==> src/rtl/lock_pkg.sv <==
// Shared definitions for the PIN lock datapath.
// - pinPac_t: packet produced by pin_entry_collector and read by the PIN
//   consumers (master-PIN updater, PIN comparator). digit1 is the oldest digit.
// - Keypad codes for confirm/clear and the filler used for unfilled fields.
// - State type of the entry collector FSM.
package lock_pkg;

    localparam logic [3:0] KEY_STAR      = 4'hA;
    localparam logic [3:0] KEY_HASH      = 4'hB;
    localparam logic [3:0] DIGIT_INVALID = 4'hF;

    typedef struct packed {
        logic       status;
        logic [3:0] digit1;
        logic [3:0] digit2;
        logic [3:0] digit3;
        logic [3:0] digit4;
    } pinPac_t;

    typedef enum logic [1:0] {
        ST_IDLE,
        ST_COLLECT,
        ST_CONFIRM
    } collector_state_t;

endpackage

==> src/rtl/entry_timer.sv <==
// Inactivity timer for the PIN entry collector.
// Ports:
//   clk, rst  - clock, asynchronous active-high reset
//   clear     - zero the count (takes priority over run)
//   run       - count this cycle
//   expired   - combinational pulse in the cycle the count reaches TIMEOUT_CYCLES
// TIMEOUT_CYCLES = 0 disables expiry. The counter saturates instead of wrapping.
module entry_timer #(
    parameter logic [31:0] TIMEOUT_CYCLES = 32'd125_000_000
) (
    input  logic clk,
    input  logic rst,
    input  logic clear,
    input  logic run,
    output logic expired
);

    localparam int unsigned CW =
        (TIMEOUT_CYCLES < 32'd2) ? 1 : $clog2({1'b0, TIMEOUT_CYCLES} + 33'd1);
    localparam logic [CW-1:0] LAST = CW'(TIMEOUT_CYCLES - 32'd1);

    logic [CW-1:0] cnt;

    always_ff @(posedge clk or posedge rst) begin
        if (rst) begin
            cnt <= '0;
        end else if (clear) begin
            cnt <= '0;
        end else if (run && (cnt != '1)) begin
            cnt <= cnt + CW'(1);
        end
    end

    // Fires on the run cycle that would bring the count up to TIMEOUT_CYCLES.
    assign expired = (TIMEOUT_CYCLES != 32'd0) && run && !clear && (cnt == LAST);

endmodule

==> src/rtl/pin_entry_collector.sv <==
// Collects debounced keypad presses into a pinPac_t packet.
// Ports:
//   clk, rst     - clock, asynchronous active-high reset
//   key_valid    - one-cycle strobe per debounced key press
//   key_code     - 0-9 digit, A confirm, B clear, C-F ignored
//   pin_out      - {status, digit1..digit4}; status pulses one cycle on confirm
//   digit_count  - digits held (0-4)
//   busy         - high while collecting
//   timed_out    - one-cycle pulse when inactivity discards an entry
// Holds the last four digits typed; unfilled fields read DIGIT_INVALID.
module pin_entry_collector
    import lock_pkg::*;
#(
    parameter logic [31:0] TIMEOUT_CYCLES = 32'd125_000_000
) (
    input  logic       clk,
    input  logic       rst,
    input  logic       key_valid,
    input  logic [3:0] key_code,
    output pinPac_t    pin_out,
    output logic [2:0] digit_count,
    output logic       busy,
    output logic       timed_out
);

    collector_state_t  state_q, state_n;
    logic [0:3][3:0]   digits_q, digits_n;   // index 0 is digit1
    logic [2:0]        count_q, count_n;
    logic              status_q, status_n;
    logic              busy_q;
    logic              timed_out_q, timed_out_n;
    logic              accepted;
    logic              expired;
    logic              is_digit;

    assign is_digit = (key_code <= 4'd9);

    entry_timer #(.TIMEOUT_CYCLES(TIMEOUT_CYCLES)) u_timer (
        .clk     (clk),
        .rst     (rst),
        .clear   (accepted || (state_q != ST_COLLECT)),
        .run     ((state_q == ST_COLLECT) && !key_valid),
        .expired (expired)
    );

    always_ff @(posedge clk or posedge rst) begin
        if (rst) begin
            state_q     <= ST_IDLE;
            digits_q    <= {4{DIGIT_INVALID}};
            count_q     <= '0;
            status_q    <= 1'b0;
            busy_q      <= 1'b0;
            timed_out_q <= 1'b0;
        end else begin
            state_q     <= state_n;
            digits_q    <= digits_n;
            count_q     <= count_n;
            status_q    <= status_n;
            busy_q      <= (state_n == ST_COLLECT);
            timed_out_q <= timed_out_n;
        end
    end

    always_comb begin
        state_n     = state_q;
        digits_n    = digits_q;
        count_n     = count_q;
        status_n    = 1'b0;
        timed_out_n = 1'b0;
        accepted    = 1'b0;

        case (state_q)
            ST_IDLE: begin
                if (key_valid && is_digit) begin
                    digits_n = {key_code, DIGIT_INVALID, DIGIT_INVALID, DIGIT_INVALID};
                    count_n  = 3'd1;
                    state_n  = ST_COLLECT;
                    accepted = 1'b1;
                end else if (key_valid && (key_code == KEY_STAR)) begin
                    status_n = 1'b1;
                    state_n  = ST_CONFIRM;
                    accepted = 1'b1;
                end
            end
            ST_COLLECT: begin
                if (key_valid) begin
                    if (is_digit) begin
                        accepted = 1'b1;
                        if (count_q != 3'd4) begin
                            digits_n[count_q[1:0]] = key_code;
                            count_n = count_q + 3'd1;
                        end else begin
                            digits_n = {digits_q[1], digits_q[2], digits_q[3], key_code};
                        end
                    end else if (key_code == KEY_STAR) begin
                        accepted = 1'b1;
                        status_n = 1'b1;
                        state_n  = ST_CONFIRM;
                    end else if (key_code == KEY_HASH) begin
                        accepted = 1'b1;
                        digits_n = {4{DIGIT_INVALID}};
                        count_n  = '0;
                        state_n  = ST_IDLE;
                    end
                end else if (expired) begin
                    digits_n    = {4{DIGIT_INVALID}};
                    count_n     = '0;
                    timed_out_n = 1'b1;
                    state_n     = ST_IDLE;
                end
            end
            ST_CONFIRM: begin
                digits_n = {4{DIGIT_INVALID}};
                count_n  = '0;
                state_n  = ST_IDLE;
            end
            default: begin
                digits_n = {4{DIGIT_INVALID}};
                count_n  = '0;
                state_n  = ST_IDLE;
            end
        endcase
    end

    assign pin_out.status = status_q;
    assign pin_out.digit1 = digits_q[0];
    assign pin_out.digit2 = digits_q[1];
    assign pin_out.digit3 = digits_q[2];
    assign pin_out.digit4 = digits_q[3];
    assign digit_count    = count_q;
    assign busy           = busy_q;
    assign timed_out      = timed_out_q;

endmodule

==> config.mk <==
export PLATFORM = sky130hd
export DESIGN_NAME = pin_entry_collector
export DESIGN_NICKNAME = d
export VERILOG_FILES = /design/src/rtl/lock_pkg.sv /design/src/rtl/entry_timer.sv /design/src/rtl/pin_entry_collector.sv
export SDC_FILE = /design/constraint.sdc
export NUM_CORES = 1
export LEC_CHECK = 0
export BUFFER_PORTS_ARGS = -buffer_cell sky130_fd_sc_hd__buf_2
export CAP_MARGIN = 20
export CELL_PAD_IN_SITES_DETAIL_PLACEMENT = 1
export CELL_PAD_IN_SITES_GLOBAL_PLACEMENT = 2
export CORE_MARGIN = 5
export CORE_UTILIZATION = 34
export CTS_CLUSTER_DIAMETER = 40
export DETAILED_ROUTE_END_ITERATION = 6
export PLACE_DENSITY_LB_ADDON = 0.1
export SLEW_MARGIN = 10
export SYNTH_ARGS = -nofsm -noshare
export SYNTH_HDL_FRONTEND = slang
export SYNTH_SLANG_ARGS = --single-unit
==> constraint.sdc <==
create_clock -name clk -period 2.2 [get_ports clk]
set_input_delay 0.22 -clock clk [delete_from_list [all_inputs] [get_ports clk]]
set_output_delay 0.22 -clock clk [all_outputs]
set_load 0.05 [all_outputs]
# Yosys cells after proc, flatten, opt, wreduce, memory -nomap -nowiden
# Index checks and enable logic that the tools add are counted.
[word_totals]
inputBits = 7
ff_bits = 51
output_inout_bits = 22
wordCells = 87
[op_classes]
n_lt_le_gt_ge = 3
addsub = 2
reduce_logical = 14
n_bitwise = 1
n_eq_ne = 13
mux = 44
[ops]
columns = ["op", "count"]
rows = [
  ["2-to-1 mux 16 bit", 7],
  ["2-to-1 mux 27 bit", 2],
  ["case mux 16 bit (2 select lines)", 1],
  ["adder 27 x 1 -> 27 bit (second input constant)", 1],
  ["== test 27 bit (second input constant)", 1],
  ["!= test 27 bit (second input constant)", 1],
  ["2-to-1 mux 3 bit", 7],
  ["bitwise mux 16 bit", 1],
  ["2-to-1 mux 2 bit", 7],
  ["2-to-1 mux 1 bit", 13],
  ["demux 4 bit (select 2 bit)", 1],
  ["== test 4 bit (second input constant)", 2],
  ["!= test 4 x 3 -> 1 bit (second input constant)", 2],
  ["logical AND 1 bit", 7],
  ["!= test 3 bit (second input constant)", 2],
  ["case mux 3 bit (2 select lines)", 1],
  ["AND reduction 5 bit", 1],
  ["== test 2 x 1 -> 1 bit (second input constant)", 2],
  ["less-or-equal comparator 4 bit (second input constant)", 1],
  ["2-to-1 mux 4 bit", 1],
  ["!= test 4 bit (second input constant)", 1],
  ["case mux 1 bit (2 select lines)", 2],
  ["case mux 2 bit (2 select lines)", 1],
  ["AND reduction 4 bit", 1],
  ["other kinds (10)", 11],
]

# Logic depth before layout (Yosys ltp)
# Gate-level depths: netlist (run 1).
[logic_depth]
word_depth = 14
ltp_mapped = 9
mapped_depth_nobuf = 7

# By module
# A second synthesis (run 1) with hierarchy kept.
[hier_totals]
cells_unflattened = 336
area_unflattened_um2 = 3149.3
[by_module_without_submodules]
columns = ["module", "cells_each", "n_inst", "area_per_inst_um2"]
rows = [
  ["entry_timer", 182, 1, 1647.8],
  ["pin_entry_collector", 154, 1, 1501.4],
]

# Worst setup path after synthesis (run 1)
# No wires, ideal clock.
[synth_timing]
path_type = "reg-to-reg"
start = "register u_timer.cnt[0]"
end = "register digits_q, in the netlist pin_out[12]"
synth_period_minus_slack_ns = 2.177
arrival_ns = 2.095
stages_incl_launch_ff = 7
required_ns = 2.118
n_path_buf = 0
setup_slack_ns = 0.023
path_cell_list = "dfrtp_1 -> ha_1 -> and3_1 -> nand3_1 -> or4_4 -> o311ai_4 -> mux2_2"
[synth_via]
elab_chain_cells = 4
[synth_lines]
columns = ["element", "line", "rtl"]
rows = [
  ["from (decl)", "entry_timer.sv:22", "logic [CW-1:0] cnt;"],
  ["from (signal assigned)", "entry_timer.sv:30", "cnt <= cnt + CW'(1);"],
  ["== test 27 bit", "entry_timer.sv:35", "assign expired = (TIMEOUT_CYCLES != 32'd0) && run && !clear && (cnt == LAST);"],
  ["logical AND 1 bit", "entry_timer.sv:35", ""],
  ["!= test 3 bit (no source line)", "--", ""],
  ["AND reduction 4 bit (no source line)", "--", ""],
  ["to (signal assigned)", "pin_entry_collector.sv:49", "digits_q <= {4{DIGIT_INVALID}};"],
  ["to (signal assigned)", "pin_entry_collector.sv:56", "digits_q <= digits_n;"],
  ["to (decl)", "pin_entry_collector.sv:27", "logic [0:3][3:0] digits_q, digits_n;"],
]
# No other way between the ends.
# A chain may end at the register's enable or synchronous reset.

# Final worst setup path (run 1)
[layout_timing]
start = "register u_timer.cnt[15]"
end = "register digits_q, in the netlist pin_out[12]"
# The elaborated chain is that of the path after synthesis.

==> impl_metrics.prom, run 1 <==
# TYPE chip_impl_metric gauge
chip_impl_info{name="final_common_cell",value="sky130_fd_sc_hd__dfrtp_1"} 1
chip_impl_metric{name="finalNetCount",unit=""} 370
chip_impl_metric{name="postRouteAntennaNets",unit=""} 0
chip_impl_metric{name="tritoncts.num_buffers",unit=""} 5
chip_impl_metric{name="die_w",unit="µm"} 104
chip_impl_metric{name="grt_pass1_wl",unit="µm"} 13900
chip_impl_metric{name="h-tree-depth",unit=""} 2
chip_impl_metric{name="p_leak",unit="nW"} 1.57
chip_impl_metric{name="count_of_final_hold_check_violations",unit=""} 0
chip_impl_metric{name="arrival",unit="ns"} 2.40
chip_impl_info{name="critical_path.startpoint_type",value="flip-flop"} 1
chip_impl_metric{name="cts_max_path_buffers",unit=""} 2
chip_impl_info{name="worst_path_max_delay_cell",value="sky130_fd_sc_hd__or4_4"} 1
chip_impl_metric{name="avgViaCountPerCell",unit=""} 5.43
chip_impl_metric{name="syn-instance-count",unit=""} 304
chip_impl_metric{name="dp.cells",unit=""} 454
chip_impl_metric{name="clock_net_sink_count",unit=""} 51
chip_impl_metric{name="power.density_cell_area",unit="nW/µm²"} 801
chip_impl_metric{name="max_cap_violations",unit=""} 0
chip_impl_metric{name="ys_async_sr_fraction",unit=""} 1.00
chip_impl_metric{name="achievable-frequency",unit="MHz"} 465
chip_impl_metric{name="max_slew.worst_pin.slew",unit="ns"} 0.813
chip_impl_metric{name="fin_crit",unit="ns"} 2.15
chip_impl_metric{name="first_iter_violations",unit=""} 43
chip_impl_info{name="critical_path.endpoint_type",value="flip-flop"} 1
chip_impl_metric{name="routed_wire_length_per_instance",unit="µm"} 17.8
chip_impl_metric{name="grt_util_all_layers",unit=""} 0.153
chip_impl_metric{name="register_clock_pin_slew_on_the_reported_worst_setup_and_hold_paths",unit="ns"} 0.11
chip_impl_info{name="cp_top_family",value="simple AND/OR/NAND/NOR gates"} 1
chip_impl_metric{name="final_min_period_over_clock_period",unit=""} 0.977
chip_impl_metric{name="fp.dieH",unit="µm"} 104
chip_impl_metric{name="initial_core_util",unit=""} 0.346
chip_impl_metric{name="synth_enable_flop_cells",unit=""} 0
chip_impl_metric{name="placeableCoreArea",unit="µm²"} 8680
chip_impl_metric{name="place_worst_setup_slack",unit="ns"} 0.000158
chip_impl_metric{name="place.detailed.hpwl",unit="µm"} 5830
chip_impl_metric{name="sequential_element_share_of_the_synthesized_area",unit=""} 0.432
chip_impl_metric{name="timing.clock.skew",unit="ns"} 0.0188
chip_impl_metric{name="postSynthRegisterBits",unit=""} 51
chip_impl_metric{name="fp.dieArea",unit="µm²"} 10800
chip_impl_metric{name="synth_nets",unit=""} 316
chip_impl_metric{name="area.growth.synth_to_final",unit="%"} 22.6
chip_impl_metric{name="floorplan.rows",unit=""} 34
chip_impl_metric{name="remaining_drc_errors",unit=""} 0
chip_impl_metric{name="syn-cell-area",unit="µm²"} 3000
chip_impl_info{name="clock_root_buffer",value="sky130_fd_sc_hd__clkbuf_8"} 1
chip_impl_metric{name="critical_path.n_buffers_inverters",unit=""} 1
chip_impl_metric{name="io-pin-count",unit=""} 29
chip_impl_metric{name="final-instance-count-excl-fill",unit=""} 467
chip_impl_metric{name="timing_max_transition_violations_final",unit=""} 0
chip_impl_metric{name="relative_slew_margins",unit=""} 0.458
chip_impl_metric{name="antenna_violations_before_repair",unit=""} 0
chip_impl_info{name="hp_class",value="input port to flip-flop"} 1
chip_impl_metric{name="number_of_distinct_library_cell_variants_in_the_gate_level_netlist_after_synthesis",unit=""} 52
chip_impl_info{name="layout.cells.most_common_list",value="35 x sky130_fd_sc_hd__dfrtp_1, 34 x sky130_fd_sc_hd__buf_4, 32 x sky130_fd_sc_hd__nand2_1"} 1
chip_impl_metric{name="final_critical_path_setup_slack",unit="ns"} 0.0500
chip_impl_metric{name="crit_path_largest_cell_delay",unit="ns"} 0.55
chip_impl_metric{name="largest_net_degree_at_the_start_of_global_routing",unit=""} 28
chip_impl_metric{name="clock_insertion_delay_worst_skew",unit="ns"} 0.32
chip_impl_metric{name="insertedDiodeCount",unit=""} 0
chip_impl_metric{name="critPathRequiredTime",unit="ns"} 2.45
chip_impl_metric{name="num_vias",unit=""} 2537
chip_impl_metric{name="drt-pass1-iter-count",unit=""} 4
chip_impl_info{name="tritoncts",value="built"} 1
chip_impl_info{name="postSynth.topFlopCell",value="sky130_fd_sc_hd__dfrtp_1"} 1
chip_impl_metric{name="timing.critical_path.fanout_max",unit=""} 5
chip_impl_info{name="rsz_0062_raised_after_global_routing",value="true"} 1
chip_impl_info{name="outcome",value="finished clean"} 1
chip_impl_metric{name="whs",unit="ns"} 0.219
chip_impl_metric{name="synth-warning-count",unit=""} 0
chip_impl_metric{name="postSynthAreaPerCell",unit="µm²"} 9.87
chip_impl_info{name="critical_path_class",value="flip-flop to flip-flop"} 1
chip_impl_metric{name="final_layout_size_suffix_gt1_frac",unit=""} 0.331
chip_impl_metric{name="place.port_buffers",unit=""} 28
chip_impl_metric{name="grt_remaining_overflow",unit=""} 0
chip_impl_metric{name="grt_pass1_vias",unit=""} 2681
chip_impl_metric{name="place_congestion",unit=""} 0.725
chip_impl_metric{name="ir_worst_vdd",unit="V"} 0.000238
chip_impl_info{name="crit_path_cell_trace",value="and4bb_1 -> nand4_1 -> or4_4 -> o311ai_4 -> buf_12 -> mux2_2"} 1
chip_impl_metric{name="finalSetupTns",unit="ns"} 0
chip_impl_metric{name="routed_wirelength",unit="µm"} 8310
chip_impl_metric{name="report.final.setup_viol",unit=""} 0
## layout make-up
class	instances	area [µm²]
Inverter	8	30.0
Fill cell	1011	5000
Clock buffer	5	68.8
Timing Repair Buffer	67	485
Multi-Input combinational cell	225	1620
Tap cell	108	135
Clock inverter	3	45.0
Sequential cell	51	1300
## per-stage QoR
step	power, mW	instance area (µm²)	util
after floorplan	1.97	3000	-
after global placement	2.22	3480	0.401
after detailed placement	2.23	3480	0.401
after CTS	2.96	3620	0.417
after global routing	3.12	3680	0.424
final	2.95	3680	0.424
## kinds of logic after synthesis
kind of cell,synth area share
and+or+nand+nor,0.195
AOI/OAI and AO/OA,0.204
DFF,0.432
buffers and inverters,0.0400
muxes,0.0817
xor gates and xnor gates,0.0263
adders and majority gates,0.0209
## flip-flops by register name (all words and copies together), names as in the netlist
signal	cells
state_q	2
digit_count	3
busy	1
u_timer.cnt	27
status_q	1
timed_out	1
pin_out	16
## power by group
| group | switching [mW] | leakage [nW] | internal [mW] |
|---|---|---|---|
| registers | 0.109 | 0.646 | 1.09 |
| clock network | 0.361 | 0.0591 | 0.345 |
| logic | 0.676 | 0.861 | 0.366 |
## worst register-to-register path, stage by stage, from the launching register on
cell                       delay, ns
sky130_fd_sc_hd__dfrtp_1        0.39
sky130_fd_sc_hd__and4bb_1       0.30
sky130_fd_sc_hd__nand4_1        0.09
sky130_fd_sc_hd__or4_4          0.55
sky130_fd_sc_hd__o311ai_4       0.27
sky130_fd_sc_hd__buf_12         0.16
sky130_fd_sc_hd__mux2_2         0.33
## final timing paths
check | from | end | slack [ns] | depth (start not counted)
min in group asynchronous | rst | digit_count[0] | 0.50 | 3
worst min-delay path | key_code[0] | state_q[1] | 0.22 | 2
worst min register to register | u_timer.cnt[26] | u_timer.cnt[26] | 0.53 | 2
worst max register to register | u_timer.cnt[15] | pin_out[12] | 0.05 | 6
worst max-delay path | u_timer.cnt[15] | pin_out[12] | 0.05 | 6
max in group asynchronous | rst | u_timer.cnt[2] | 1.14 | 4
## synth_stat cells, drive strengths merged, types with 3 or more instances
library cell | number | area [µm²]
o31ai | 3 | 27.5
a21oi | 15 | 75.1
dfstp | 16 | 420
dfrtp | 35 | 876
inv | 8 | 30.0
nor4 | 5 | 67.6
nand2 | 32 | 120
o311ai | 3 | 43.8
ha | 5 | 62.6
o211ai | 4 | 30.0
mux2i | 20 | 200
nand4 | 7 | 43.8
a41oi | 3 | 26.3
nor2 | 20 | 75.1
and4 | 3 | 27.5
or3 | 8 | 50.1
clkbuf | 15 | 56.3
mux2 | 4 | 45.0
and2 | 3 | 20.0
buf | 5 | 33.8
a2bb2oi | 12 | 155
o21ai | 22 | 110
nand3 | 12 | 60.1
nor3 | 7 | 35.0
o2111ai | 3 | 26.3
xor2 | 8 | 70.1
and3 | 6 | 37.5
a211oi | 5 | 37.5
## metal layers
layer | track usage | wire length (µm) | up-vias
li1 | - | - | 1233
met1 | 0.194 | 3780 | 1272
met2 | 0.275 | 4250 | 25
met3 | 0.0236 | 213 | 7
met4 | 0.0324 | 71 | 0
met5 | 0 | 0 | -
## repair_timing
item | 4_1_cts | 5_1_grt
pin swaps | 2 | 1
setup endpoints to repair | 8 | 22
buffers inserted | 1 | 3
hold buffers | 1 | 0
gates resized for setup | 0 | 6
endpoints found under the hold margin | 8 | 0
Note: power is estimated with default switching activity, not from simulation.
==> inputs of run 2 (changes only) <==
- CORE_UTILIZATION: 34 -> 41
- clock period: 2.2 -> 2.7 ns (I/O delays scaled with it)
==> impl_metrics.prom, run 2 (same netlist as run 1, synthesis figures left out) <==
# TYPE chip_impl_metric gauge
chip_impl_metric{name="power.density_cell_area",unit="nW/µm²"} 669
chip_impl_metric{name="fp.dieArea",unit="µm²"} 9130
chip_impl_metric{name="dp.cells",unit=""} 423
chip_impl_metric{name="area.growth.synth_to_final",unit="%"} 11.9
chip_impl_metric{name="final-instance-count-excl-fill",unit=""} 431
chip_impl_metric{name="routed-wl-met2",unit="µm"} 4120
chip_impl_metric{name="clock_insertion_delay_worst_skew",unit="ns"} 0.32
chip_impl_metric{name="timing.clock.skew",unit="ns"} 0.00914
chip_impl_metric{name="grt_util_all_layers",unit=""} 0.185
chip_impl_metric{name="cts_post_setup_buffers_inserted",unit=""} 0
chip_impl_metric{name="final_layout_size_suffix_gt1_frac",unit=""} 0.262
chip_impl_metric{name="fp.dieH",unit="µm"} 95.5
chip_impl_metric{name="largest_net_degree_at_the_start_of_global_routing",unit=""} 43
chip_impl_metric{name="floorplan.rows",unit=""} 31
chip_impl_metric{name="max_slew.worst_pin.slew",unit="ns"} 0.922
chip_impl_metric{name="setup.reg_to_reg.worst_slack",unit="ns"} 0.22
chip_impl_info{name="critical_path.endpoint_type",value="flip-flop"} 1
chip_impl_metric{name="finalNetCount",unit=""} 343
chip_impl_metric{name="die_w",unit="µm"} 95.5
chip_impl_info{name="critical_path_class",value="flip-flop to flip-flop"} 1
chip_impl_metric{name="holdBufCountCts",unit=""} 0
chip_impl_metric{name="max_cap_violations",unit=""} 0
chip_impl_metric{name="routed_wire_length_per_instance",unit="µm"} 18.4
chip_impl_metric{name="wl_met3",unit="µm"} 171
chip_impl_info{name="top_register_by_number_of_flip_flops",value="u_timer.cnt"} 1
chip_impl_metric{name="arrival",unit="ns"} 2.72
chip_impl_metric{name="timing.critical_path.fanout_max",unit=""} 14
chip_impl_metric{name="timing_max_transition_violations_final",unit=""} 0
chip_impl_metric{name="final_critical_path_setup_slack",unit="ns"} 0.220
chip_impl_info{name="startpoint_of_the_worst_register_to_register_path",value="u_timer.cnt[0]"} 1
chip_impl_metric{name="p_leak",unit="nW"} 1.38
chip_impl_metric{name="placeableCoreArea",unit="µm²"} 7180
chip_impl_metric{name="place_worst_setup_slack",unit="ns"} 0.229
chip_impl_metric{name="place.port_buffers",unit=""} 28
chip_impl_metric{name="tritoncts.num_buffers",unit=""} 5
chip_impl_metric{name="register_clock_pin_slew_on_the_reported_worst_setup_and_hold_paths",unit="ns"} 0.11
chip_impl_metric{name="grt_remaining_overflow",unit=""} 0
chip_impl_metric{name="place_congestion",unit=""} 0.738
chip_impl_metric{name="final-seq-area",unit="µm²"} 1300
chip_impl_metric{name="place.detailed.hpwl",unit="µm"} 5660
chip_impl_metric{name="num_vias",unit=""} 2423
chip_impl_metric{name="ir_worst_vdd",unit="V"} 0.000242
chip_impl_metric{name="first_iter_violations",unit=""} 52
chip_impl_metric{name="postRouteAntennaNets",unit=""} 0
chip_impl_metric{name="count_of_final_hold_check_violations",unit=""} 0
chip_impl_info{name="final_common_cell",value="sky130_fd_sc_hd__dfrtp_1"} 1
chip_impl_metric{name="cts_max_path_buffers",unit=""} 2
chip_impl_metric{name="achievable-frequency",unit="MHz"} 403
chip_impl_metric{name="clock_net_sink_count",unit=""} 51
chip_impl_metric{name="h-tree-depth",unit=""} 2
chip_impl_metric{name="critPathRequiredTime",unit="ns"} 2.94
chip_impl_metric{name="remaining_drc_errors",unit=""} 0
chip_impl_metric{name="layout.filler_cells",unit=""} 813
chip_impl_metric{name="whs",unit="ns"} 0.140
chip_impl_info{name="tritoncts",value="built"} 1
chip_impl_metric{name="final_min_period_over_clock_period",unit=""} 0.919
chip_impl_info{name="critical_path.startpoint_type",value="flip-flop"} 1
chip_impl_metric{name="routed_wirelength",unit="µm"} 7930
chip_impl_info{name="outcome",value="finished clean"} 1
chip_impl_metric{name="ctsResizeCount",unit=""} 0
chip_impl_metric{name="antenna_violations_before_repair",unit=""} 0
chip_impl_metric{name="initial_core_util",unit=""} 0.418
chip_impl_metric{name="report.final.setup_viol",unit=""} 0
chip_impl_info{name="critical_path.reg2reg.endpoint",value="pin_out[7]"} 1
chip_impl_metric{name="largest_register_ff_count",unit=""} 27
chip_impl_info{name="layout.cells.most_common_list",value="35 x sky130_fd_sc_hd__dfrtp_1, 32 x sky130_fd_sc_hd__nand2_1, 28 x sky130_fd_sc_hd__buf_2"} 1
chip_impl_info{name="top_layer_reached_by_signal_wires",value="met4"} 1
chip_impl_metric{name="multi_input_comb_area",unit="µm²"} 1580
chip_impl_info{name="clock_root_buffer",value="sky130_fd_sc_hd__clkbuf_8"} 1
chip_impl_info{name="rsz_0062_raised_after_global_routing",value="false"} 1
chip_impl_metric{name="finalSetupTns",unit="ns"} 0
chip_impl_metric{name="insertedDiodeCount",unit=""} 0
chip_impl_metric{name="route.layer.met1.wl",unit="µm"} 3500
chip_impl_metric{name="timing.reg2reg.worst_path_depth",unit=""} 7
chip_impl_metric{name="grt_pass1_vias",unit=""} 2560
chip_impl_metric{name="drt-pass1-iter-count",unit=""} 4
chip_impl_info{name="hp_class",value="input port to asynchronous set/reset pin"} 1
chip_impl_metric{name="fin_crit",unit="ns"} 2.48
chip_impl_metric{name="grt_pass1_wl",unit="µm"} 13100
chip_impl_metric{name="avgViaCountPerCell",unit=""} 5.62
chip_impl_metric{name="relative_slew_margins",unit=""} 0.385
chip_impl_metric{name="io-pin-count",unit=""} 29
-- run 2: changes by cell type in the layout (fill, tap and decap cells not counted) --
| cell | previous run | this run |
|---|---|---|
| sky130_fd_sc_hd__a2bb2oi_1 | 0 | 4 |
| sky130_fd_sc_hd__a2bb2oi_2 | 12 | 8 |
| sky130_fd_sc_hd__and4_1 | 1 | 2 |
| sky130_fd_sc_hd__and4_4 | 1 | 0 |
| sky130_fd_sc_hd__buf_12 | 4 | 0 |
| sky130_fd_sc_hd__buf_4 | 34 | 12 |
| sky130_fd_sc_hd__bufinv_16 | 1 | 0 |
| sky130_fd_sc_hd__clkinvlp_4 | 0 | 2 |
| sky130_fd_sc_hd__dlygate4sd3_1 | 1 | 0 |
| sky130_fd_sc_hd__inv_4 | 1 | 0 |
| sky130_fd_sc_hd__or3_1 | 7 | 8 |
| sky130_fd_sc_hd__or3_4 | 1 | 0 |
-- run 2: final cells by class --
cell class / instances / share of cell area
Multi-Input combinational cell: 225 / 0.472
Sequential cell: 51 / 0.386
Inverter: 8 / 0.00895
Timing Repair Buffer: 40 / 0.0686
Clock inverter: 3 / 0.00708
Clock buffer: 5 / 0.0205
Tap cell: 99 / 0.0369
-- run 2: worst max path at each step --
stage | startpoint | to | depth (start not counted)
finish | u_timer.cnt[0] | pin_out[7] | 7
global route | u_timer.cnt[0] | pin_out[7] | 7
CTS | u_timer.cnt[0] | pin_out[7] | 7
detailed placement | u_timer.cnt[0] | pin_out[7] | 7
global placement | u_timer.cnt[0] | pin_out[10] | 7
floorplan | u_timer.cnt[0] | pin_out[12] | 6
-- run 2: worst max-delay path: stages, from the launching register on --
cell,delay (ns)
sky130_fd_sc_hd__dfrtp_1,0.43
sky130_fd_sc_hd__ha_1,0.20
sky130_fd_sc_hd__and3_1,0.20
sky130_fd_sc_hd__nand3_1,0.09
sky130_fd_sc_hd__or4_4,0.54
sky130_fd_sc_hd__o311ai_4,0.39
sky130_fd_sc_hd__buf_4,0.32
sky130_fd_sc_hd__a2bb2oi_1,0.23
-- run 2: stage by stage --
step                      power (mW)  instance area [µm²]  utilization
after floorplan                 1.61                 3000            -
final                           2.25                 3360        0.468
after CTS                       2.27                 3360        0.468
after detailed placement        1.80                 3260        0.455
after global placement          1.77                 3260        0.455
after global routing            2.37                 3360        0.468
-- run 2: report_power, final --
part / switching [mW] / leakage [nW] / internal [mW]
Sequential: 0.0926 / 0.646 / 0.889
Combinational: 0.531 / 0.697 / 0.256
Clock: 0.291 / 0.0408 / 0.186
Total: 0.915 / 1.38 / 1.33
-- run 2: routing by layer --
metal	global-route usage	vias up
met5	0	-
met4	0.0545	0
met3	0.0260	10
met2	0.339	25
met1	0.223	1212
li1	-	1176
==> inputs of run 3 (changes only) <==
- CORE_ASPECT_RATIO: default -> 0.9
==> impl_metrics.prom, run 3 (same netlist as run 1, synthesis figures left out) <==
# TYPE chip_impl_metric gauge
chip_impl_info{name="rsz_0062_raised_after_global_routing",value="false"} 1
chip_impl_metric{name="fp.dieH",unit="µm"} 91.2
chip_impl_metric{name="report.final.setup_viol",unit=""} 0
chip_impl_metric{name="timing.clock.skew",unit="ns"} 0.0117
chip_impl_metric{name="area.growth.synth_to_final",unit="%"} 12.4
chip_impl_metric{name="dpl-instance-area",unit="µm²"} 3260
chip_impl_metric{name="initial_core_util",unit=""} 0.424
chip_impl_metric{name="place.detailed.hpwl",unit="µm"} 5550
chip_impl_metric{name="achievable-frequency",unit="MHz"} 400
chip_impl_info{name="hp_class",value="input port to asynchronous set/reset pin"} 1
chip_impl_metric{name="avgViaCountPerCell",unit=""} 5.69
chip_impl_info{name="critical_path_class",value="flip-flop to flip-flop"} 1
chip_impl_metric{name="postRouteAntennaNets",unit=""} 0
chip_impl_metric{name="finalInstanceArea",unit="µm²"} 3370
chip_impl_metric{name="timing_max_transition_violations_final",unit=""} 0
chip_impl_metric{name="place.port_buffers",unit=""} 28
chip_impl_metric{name="cts_max_path_buffers",unit=""} 2
chip_impl_info{name="top_register_by_number_of_flip_flops",value="u_timer.cnt"} 1
chip_impl_metric{name="power.density_cell_area",unit="nW/µm²"} 688
chip_impl_metric{name="floorplan.rows",unit=""} 29
chip_impl_info{name="final_common_cell",value="sky130_fd_sc_hd__dfrtp_1"} 1
chip_impl_metric{name="h-tree-depth",unit=""} 2
chip_impl_metric{name="largest_net_degree_at_the_start_of_global_routing",unit=""} 43
chip_impl_metric{name="cts_post_setup_buffers_inserted",unit=""} 0
chip_impl_metric{name="setup.reg_to_reg.worst_slack",unit="ns"} 0.20
chip_impl_metric{name="tritoncts.num_buffers",unit=""} 5
chip_impl_metric{name="num_vias",unit=""} 2420
chip_impl_metric{name="grt_pass1_vias",unit=""} 2507
chip_impl_metric{name="final_min_period_over_clock_period",unit=""} 0.926
chip_impl_metric{name="clock_insertion_delay_worst_skew",unit="ns"} 0.31
chip_impl_metric{name="arrival",unit="ns"} 2.75
chip_impl_metric{name="largest_register_ff_count",unit=""} 27
chip_impl_metric{name="relative_slew_margins",unit=""} 0.384
chip_impl_metric{name="finalNetCount",unit=""} 343
chip_impl_metric{name="first_iter_violations",unit=""} 66
chip_impl_metric{name="grt_pass1_wl",unit="µm"} 13100
chip_impl_metric{name="insertedDiodeCount",unit=""} 0
chip_impl_metric{name="placeableCoreArea",unit="µm²"} 7080
chip_impl_metric{name="register_clock_pin_slew_on_the_reported_worst_setup_and_hold_paths",unit="ns"} 0.11
chip_impl_info{name="timing.critical_path.to",value="pin_out[3]"} 1
chip_impl_metric{name="fp.dieArea",unit="µm²"} 9130
chip_impl_metric{name="remaining_drc_errors",unit=""} 0
chip_impl_metric{name="routed_wirelength",unit="µm"} 7800
chip_impl_metric{name="fin_crit",unit="ns"} 2.50
chip_impl_metric{name="final_layout_size_suffix_gt1_frac",unit=""} 0.262
chip_impl_metric{name="timing.critical_path.fanout_max",unit=""} 11
chip_impl_metric{name="p_leak",unit="nW"} 1.40
chip_impl_metric{name="critPathRequiredTime",unit="ns"} 2.95
chip_impl_metric{name="io-pin-count",unit=""} 29
chip_impl_info{name="startpoint_of_the_worst_register_to_register_path",value="u_timer.cnt[0]"} 1
chip_impl_info{name="tritoncts",value="built"} 1
chip_impl_info{name="critical_path.startpoint_type",value="flip-flop"} 1
chip_impl_metric{name="holdBufCountCts",unit=""} 0
chip_impl_metric{name="ctsResizeCount",unit=""} 0
chip_impl_metric{name="place_congestion",unit=""} 0.762
chip_impl_info{name="outcome",value="finished clean"} 1
chip_impl_metric{name="clock_net_sink_count",unit=""} 51
chip_impl_metric{name="finalSetupTns",unit="ns"} 0
chip_impl_metric{name="routed_wire_length_per_instance",unit="µm"} 18.4
chip_impl_metric{name="final-instance-count-excl-fill",unit=""} 425
chip_impl_metric{name="antenna_violations_before_repair",unit=""} 0
chip_impl_metric{name="grt_util_all_layers",unit=""} 0.176
chip_impl_metric{name="grt_remaining_overflow",unit=""} 0
chip_impl_info{name="layout.cells.most_common_list",value="35 x sky130_fd_sc_hd__dfrtp_1, 32 x sky130_fd_sc_hd__nand2_1, 28 x sky130_fd_sc_hd__buf_2"} 1
chip_impl_metric{name="timing.reg2reg.worst_path_depth",unit=""} 7
chip_impl_info{name="clock_root_buffer",value="sky130_fd_sc_hd__clkbuf_8"} 1
chip_impl_metric{name="max_slew.worst_pin.slew",unit="ns"} 0.922
chip_impl_metric{name="ir_worst_vdd",unit="V"} 0.000312
chip_impl_info{name="critical_path.endpoint_type",value="flip-flop"} 1
chip_impl_info{name="critical_path.reg2reg.endpoint",value="pin_out[3]"} 1
chip_impl_metric{name="dp.cells",unit=""} 417
chip_impl_metric{name="whs",unit="ns"} 0.139
chip_impl_metric{name="die_w",unit="µm"} 100
chip_impl_info{name="worstSetupStartpoint",value="u_timer.cnt[0]"} 1
chip_impl_metric{name="drt-pass1-iter-count",unit=""} 4
chip_impl_metric{name="count_of_final_hold_check_violations",unit=""} 0
chip_impl_metric{name="max_cap_violations",unit=""} 0
## run 3: power breakdown
group	switching [mW]	internal, mW
Clock	0.283	0.268
Sequential	0.103	0.889
Combinational	0.527	0.251
Total	0.913	1.41
## run 3: final cells by class
type | instances | area [µm²]
fill | 819 | 3700
multi-input combinational | 225 | 1580
sequential | 51 | 1300
timing repair buffer | 40 | 230
tap | 93 | 116
clock buffer | 7 | 108
inverter | 8 | 30.0
clock inverter | 1 | 8.76
## run 3: worst min path at each step
stage | from | to | slack (ns) | cells after the start
finish | rst | u_timer.cnt[17] | 0.14 | 2
global route | rst | u_timer.cnt[17] | 0.24 | 2
CTS | rst | timed_out | 0.20 | 2
detailed placement | u_timer.cnt[26] | u_timer.cnt[26] | 0.50 | 2
global placement | u_timer.cnt[26] | u_timer.cnt[26] | 0.50 | 2
floorplan | key_code[1] | state_q[1] | 0.43 | 2
## run 3: per-layer routing
layer,vias to the layer above,GRT usage,part of all wire
met5,-,0,0
met1,1209,0.276,0.54
met3,7,0.0322,0.024
met2,27,0.252,0.43
li1,1177,-,-
met4,0,0.0359,0.0060
## run 3: stage by stage
stage,util,total power [mW],worst slack (ns)
floorplan,-,1.61,0.523
global placement,0.460,1.77,0.274
detailed placement,0.460,1.79,0.214
CTS,0.477,2.35,0.197
global route,0.477,2.46,0.0561
finish,0.477,2.32,0.201
## run 3: worst max-delay path: stages (launching register included)
cell and delay [ns]:
sky130_fd_sc_hd__dfrtp_1 0.42, sky130_fd_sc_hd__ha_1 0.20, sky130_fd_sc_hd__and3_1 0.19, sky130_fd_sc_hd__nand3_1 0.10
sky130_fd_sc_hd__or4_4 0.54, sky130_fd_sc_hd__o311ai_4 0.48, sky130_fd_sc_hd__buf_4 0.31, sky130_fd_sc_hd__a2bb2oi_1 0.18
